**config.mk**
```make
export PLATFORM = sky130hd
export DESIGN_NAME = i2c_poll_scheduler
export DESIGN_NICKNAME = d
export VERILOG_FILES = /design/src/rtl/temp_sensor_pkg.sv /design/src/rtl/i2c_poll_scheduler_poll_timer.sv /design/src/rtl/i2c_poll_scheduler.sv
export SDC_FILE = /design/constraint.sdc
export NUM_CORES = 1
export LEC_CHECK = 0
export CORE_MARGIN = 2
export CORE_UTILIZATION = 45
export CTS_CLUSTER_SIZE = 10
export DETAILED_ROUTE_END_ITERATION = 8
export GPL_TIMING_DRIVEN = 0
export PLACE_DENSITY = 0.74
export SKIP_LAST_GASP = 1
export SLEW_MARGIN = 20
export SYNTH_ARGS = -nofsm -noshare
export SYNTH_HDL_FRONTEND = slang
export SYNTH_SLANG_ARGS = --single-unit
```
**constraint.sdc**
```tcl
create_clock -name clk -period 2.1 [get_ports clk]
set_input_delay 0.21 -clock clk [delete_from_list [all_inputs] [get_ports clk]]
set_output_delay 0.21 -clock clk [all_outputs]
set_load 0.1 [all_outputs]
```
**src/rtl/temp_sensor_pkg.sv**
```systemverilog
// Shared opcodes, grant tags and FSM states for the
// I2C poll scheduler.
package temp_sensor_pkg;

  localparam logic [7:0] MODE_RD1 = 8'h01;
  localparam logic [7:0] MODE_RD2 = 8'h02;
  localparam logic [7:0] MODE_WR1 = 8'h03;
  localparam logic [7:0] MODE_WR2 = 8'h04;

  localparam logic [1:0] VALID_NONE    = 2'b00;
  localparam logic [1:0] VALID_DEFAULT = 2'b01;
  localparam logic [1:0] VALID_PC      = 2'b10;

  localparam logic [7:0] TEMP_REG_ADDR = 8'h00;

  typedef enum logic [1:0] {
    IDLE,
    ISSUE,
    WAIT_ACK,
    WAIT_DONE
  } sched_state_t;

  function automatic logic mode_ok(input logic [7:0] m);
    return (m == MODE_RD1) || (m == MODE_RD2) ||
           (m == MODE_WR1) || (m == MODE_WR2);
  endfunction

endpackage

```
**src/rtl/i2c_poll_scheduler_poll_timer.sv**
```systemverilog
// Free-running poll period counter; raises a single
// pending flag per period, cleared by a poll grant.
module poll_timer #(
  parameter int unsigned POLL_CYCLES = 25000000
) (
  input  logic clk,
  input  logic reset,
  input  logic grant_poll,
  output logic poll_pending
);

  localparam int W = (POLL_CYCLES > 1) ? $clog2(POLL_CYCLES) : 1;

  logic [W-1:0] cnt;
  logic         tc;

  assign tc = (cnt == W'(POLL_CYCLES - 1));

  always_ff @(posedge clk) begin
    if (reset) begin
      cnt          <= '0;
      poll_pending <= 1'b0;
    end else begin
      cnt <= tc ? '0 : cnt + W'(1);
      // A fresh period wins over a same-cycle grant.
      if (tc)
        poll_pending <= 1'b1;
      else if (grant_poll)
        poll_pending <= 1'b0;
    end
  end

endmodule

```
**src/rtl/i2c_poll_scheduler.sv**
```systemverilog
// Arbitrates PC FIFO instructions against the periodic
// temperature poll and sequences the i2cmaster handshake.
module i2c_poll_scheduler
  import temp_sensor_pkg::*;
#(
  parameter int unsigned POLL_CYCLES  = 25000000,
  parameter int unsigned MAX_PC_BURST = 4,
  parameter int unsigned ACK_TIMEOUT  = 64
) (
  input  logic        clk,
  input  logic        reset,
  input  logic        pc_valid,
  input  logic [7:0]  pc_mode,
  input  logic [7:0]  pc_addr,
  input  logic [15:0] pc_data,
  output logic        pc_pop,
  input  logic        master_free,
  input  logic        full_i2cbuffer,
  output logic        initiate,
  output logic [7:0]  i2c_mode,
  output logic [7:0]  i2c_address,
  output logic [15:0] i2c_data,
  output logic [1:0]  valid_instr,
  output logic        poll_pending,
  output logic        issue_fault,
  output logic        bad_op
);

  localparam int BW = $clog2(MAX_PC_BURST + 1);
  localparam int AW = (ACK_TIMEOUT > 1) ? $clog2(ACK_TIMEOUT) : 1;

  sched_state_t  state;
  sched_state_t  state_next;
  logic [BW-1:0] burst;
  logic [AW-1:0] ack_cnt;
  logic          bad_op_q;

  logic can_grant;
  logic burst_ok;
  logic grant_pc;
  logic grant_poll;
  logic start_pc;
  logic drop_pc;
  logic ack_expired;

  poll_timer #(
    .POLL_CYCLES (POLL_CYCLES)
  ) u_timer (
    .clk          (clk),
    .reset        (reset),
    .grant_poll   (grant_poll),
    .poll_pending (poll_pending)
  );

  // No decision while a discarded entry is being popped.
  assign can_grant = (state == IDLE) && master_free &&
                     !full_i2cbuffer && !bad_op_q;
  assign burst_ok  = (burst < BW'(MAX_PC_BURST)) || !poll_pending;
  assign grant_pc  = can_grant && pc_valid && burst_ok;
  assign grant_poll = can_grant && !grant_pc && poll_pending;
  assign start_pc  = grant_pc && mode_ok(pc_mode);
  assign drop_pc   = grant_pc && !mode_ok(pc_mode);

  assign ack_expired = (state == WAIT_ACK) && master_free &&
                       (ack_cnt == AW'(ACK_TIMEOUT - 1));

  always_ff @(posedge clk) begin
    if (reset)
      state <= IDLE;
    else
      state <= state_next;
  end

  always_comb begin
    state_next = state;
    unique case (state)
      IDLE:
        if (start_pc || grant_poll)
          state_next = ISSUE;
      ISSUE:
        state_next = WAIT_ACK;
      WAIT_ACK:
        if (!master_free)
          state_next = WAIT_DONE;
        else if (ack_expired)
          state_next = IDLE;
      WAIT_DONE:
        if (master_free)
          state_next = IDLE;
      default:
        state_next = IDLE;
    endcase
  end

  always_comb begin
    initiate    = (state == ISSUE);
    pc_pop      = ((state == ISSUE) && (valid_instr == VALID_PC)) ||
                  bad_op_q;
    bad_op      = bad_op_q;
    issue_fault = ack_expired;
  end

  always_ff @(posedge clk) begin
    if (reset) begin
      i2c_mode    <= '0;
      i2c_address <= '0;
      i2c_data    <= '0;
      valid_instr <= VALID_NONE;
      burst       <= '0;
      ack_cnt     <= '0;
      bad_op_q    <= 1'b0;
    end else begin
      bad_op_q <= drop_pc;

      if (start_pc) begin
        i2c_mode    <= pc_mode;
        i2c_address <= pc_addr;
        i2c_data    <= pc_data;
        valid_instr <= VALID_PC;
      end else if (grant_poll) begin
        i2c_mode    <= MODE_RD2;
        i2c_address <= TEMP_REG_ADDR;
        i2c_data    <= '0;
        valid_instr <= VALID_DEFAULT;
      end

      if (grant_poll)
        burst <= '0;
      else if (start_pc) begin
        if (burst != BW'(MAX_PC_BURST))
          burst <= burst + BW'(1);
      end else if ((state == IDLE) && !poll_pending)
        burst <= '0;

      if (state == WAIT_ACK)
        ack_cnt <= ack_cnt + AW'(1);
      else
        ack_cnt <= '0;
    end
  end

endmodule

```
==> flow_metrics.py <==
metrics = {
    "critical_path": {
        "critPathLaunchType": "flop",
        "slowest_delay_ns": 1.14,
        "end_kind": "output pin",
        "cp.arrival_ns": 1.84,
        "path_buf_inv": 1,
        "required_ns": 1.89,
        "crit_family": "buffers and inverters",
        "critPathMaxFanout": 2,
        "crit_path_top_delay_cell": "clkdlybuf4s50_1",
        "path_cells": "clkdlybuf4s50_1",
        "crit_type": "reg -> out",
    },
    "routing": {
        "top_layer_used": "met4",
        "drc": 0,
        "routed_via_density": 5.69,
        "drt_iter0_drc": 149,
        "first_pass_iters": 4,
        "wl_met1_um": 3110,
        "wl_met3_um": 610,
        "wl_um": 7210,
        "vias": 2670,
        "drtAntennaViolNets": 0,
        "dr_wl_met2_um": 3430,
        "wire_per_inst_um": 15.4,
    },
    "synthesis": {
        "synth_nets": 340,
        "avgSynthCellArea_um2": 9.98,
        "synth_ff_type": "dfxtp_1",
        "ys_types": 52,
        "synth-seq-cells": 72,
        "synth-seq-area-share": 0.483,
        "synth-edff-count": 0,
        "yosysWarningCount": 0,
        "synthCells": 299,
        "ys_async_sr_fraction": 0,
        "synth_area_um2": 2980,
    },
    "clocking": {
        "cts-buffers-inserted": 9,
        "cts.path.max_buffers": 2,
        "clock-sinks": 72,
        "ctsRootBufferMaster": "clkbuf_8",
        "htree_levels": 3,
        "cts_hold_buf": 0,
        "cts_tree": "built",
        "path_clk_slew_ns": 0.08,
        "clk_latency_ns": 0.34,
    },
    "power_and_ir_drop": {
        "seqPwrFrac": 0.498,
        "p_sw_frac": 0.222,
        "peakVddDrop_mv": 0.549,
        "power_leakage_uw": 0.00158,
        "p_sw_uw": 617,
        "pwr-share-clk": 0.448,
        "power_density_nw_per_um2": 666,
        "comb_power_share": 0.055,
        "power.internal_uw": 2160,
    },
    "global_route": {
        "grt_first_pass_wirelength_um": 12200,
        "grt_util_all_layers": 0.209,
        "grt_start_max_net_pins": 14,
        "antenna_found_initial": 0,
        "grt_remaining_overflow": 0,
        "grt_pass1_vias": 2601,
    },
    "floorplanning": {
        "die_w_um": 85.4,
        "pin_count": 76,
        "core_area_um2": 6390,
        "num_rows": 29,
        "die_h_um": 85.4,
        "start_util": 0.467,
        "die_area_um2": 7300,
    },
    "placement": {
        "dpl.hpwl_um": 5190,
        "gp_congestion": 0.811,
        "place_area_um2": 3850,
        "numPortBuffers": 74,
    },
    "cells_and_area": {
        "antenna_cells": 0,
        "syn_to_final_growth_pct": 39.7,
        "layout_common_cells": "dfxtp_1 (68), clkdlybuf4s50_1 (60), a32o_1 (26)",
        "drive_gt1_frac": 0.140,
        "nets": 428,
        "final_cell_area_um2": 4170,
        "nFillCells": 497,
        "layout_commonest_cell": "dfxtp_1",
    },
    "timing": {
        "hold_viol_final": 0,
        "max_freq_mhz": 488,
        "relSlewSlack": 0.331,
        "tns_ns": 0,
        "layout_min_cycle_time_ns": 2.05,
        "setup_viol_count_final": 0,
        "finClkSkew_ns": 0.00657,
        "period_share": 0.976,
        "tightestPinTransition_ns": 1.00,
        "slew_violations": 0,
    },
    "run_status": {
        "outcome": "completed",
    },
    "flow_run": {
        "cap_violations": 0,
    },
    "worst_hold_path": {
        "hp-class": "in -> reg",
    },
}
==> worst paths after layout <==
path | endpoint | start | slack, ns | cells past startpoint
worst max-delay path | i2c_data[1] | i2c_data[1]$_SDFFE_PP0P_ | 0.05 | 1
worst min register to register | ack_cnt[0]$_SDFF_PP0_ | ack_cnt[0]$_SDFF_PP0_ | 0.47 | 1
worst min-delay path | u_timer.poll_pending$_SDFFE_PP0P_ | reset | 0.28 | 2
worst max register to register | u_timer.cnt[18]$_SDFF_PP0_ | u_timer.cnt[2]$_SDFF_PP0_ | 0.14 | 5
==> Yosys cell counts, types with 4 or more instances <==
| master | n | share of area |
|---|---|---|
| dfxtp_1 | 72 | 0.48 |
| a32o_1 | 26 | 0.087 |
| nor2_1 | 22 | 0.028 |
| a21oi_1 | 19 | 0.032 |
| nand3_1 | 14 | 0.023 |
| inv_1 | 12 | 0.015 |
| nand2_1 | 12 | 0.015 |
| o21ai_0 | 10 | 0.017 |
| xnor2_1 | 8 | 0.023 |
| and3_1 | 7 | 0.015 |
| o31ai_1 | 7 | 0.018 |
| or4_1 | 7 | 0.018 |
| buf_2 | 6 | 0.010 |
| or3_1 | 6 | 0.013 |
| xor2_1 | 6 | 0.018 |
| clkbuf_1 | 5 | 0.0063 |
| nand4_1 | 5 | 0.010 |
| nor3_1 | 5 | 0.0084 |
| buf_6 | 4 | 0.015 |
| ha_1 | 4 | 0.017 |
| nor4_1 | 4 | 0.0084 |
==> state kept, by name, indices dropped and copies added (netlist names) <==
signal,count
state,2
i2c_address,8
ack_cnt,6
i2c_data,16
u_timer.poll_pending,1
i2c_mode,8
burst,3
valid_instr,2
u_timer.cnt,25
bad_op,1
==> cells by family after synthesis <==
family | count (synthesis) | synth area share
and+or+nand+nor | 100 | 0.197
AOI/OAI and AO/OA | 81 | 0.214
DFF | 72 | 0.483
buffers and inverters | 28 | 0.0478
xor gates and xnor gates | 14 | 0.0411
adders and majority gates | 4 | 0.0168
==> layout make-up <==
cell class,count,area (um^2),share of cell area
clock buffer,10,138,0.0330
clock inverter,6,91.3,0.0219
tap,77,96.3,0.0231
buffer,15,97.6,0.0234
sequential,72,1450,0.347
timing repair buffer,77,774,0.186
multi-input combinational,199,1470,0.354
inverter,13,48.8,0.0117
==> metrics by stage <==
stage,instances,hold slack (ns),total power (uW),worst slack (ns),utilization
after floorplan,299,0.336,1470,0.200,-
after global placement,450,0.448,1550,-0.349,0.603
after detailed placement,450,0.456,1560,-0.389,0.603
after CTS,466,0.260,2800,0.00959,0.640
after global routing,469,0.288,2890,-0.000499,0.652
final,469,0.277,2770,0.0503,0.652
==> power groups by stage <==
stage,combinational (uW),sequential [uW],clock (uW)
5_1_grt,164,1380,1340
3_3_place_gp,145,1410,0
4_1_cts,148,1380,1270
3_5_place_dp,147,1410,0
2_1_floorplan,52.2,1420,0
6_report,152,1380,1240
==> timing repair <==
item                                    in CTS  in global routing
gates resized for setup                     13                 20
cloned                                       0                  0
endpoints found under the setup margin      11                 56
buffers inserted                             0                  3
pin swaps                                    0                  2
==> metal layers <==
| metal | global-route usage | vias up |
|---|---|---|
| li1 | - | 1313 |
| met1 | 0.253 | 1265 |
| met2 | 0.325 | 86 |
| met3 | 0.0953 | 6 |
| met4 | 0.0808 | 0 |
| met5 | 0 | - |
Power figures use the tool's default switching activity.
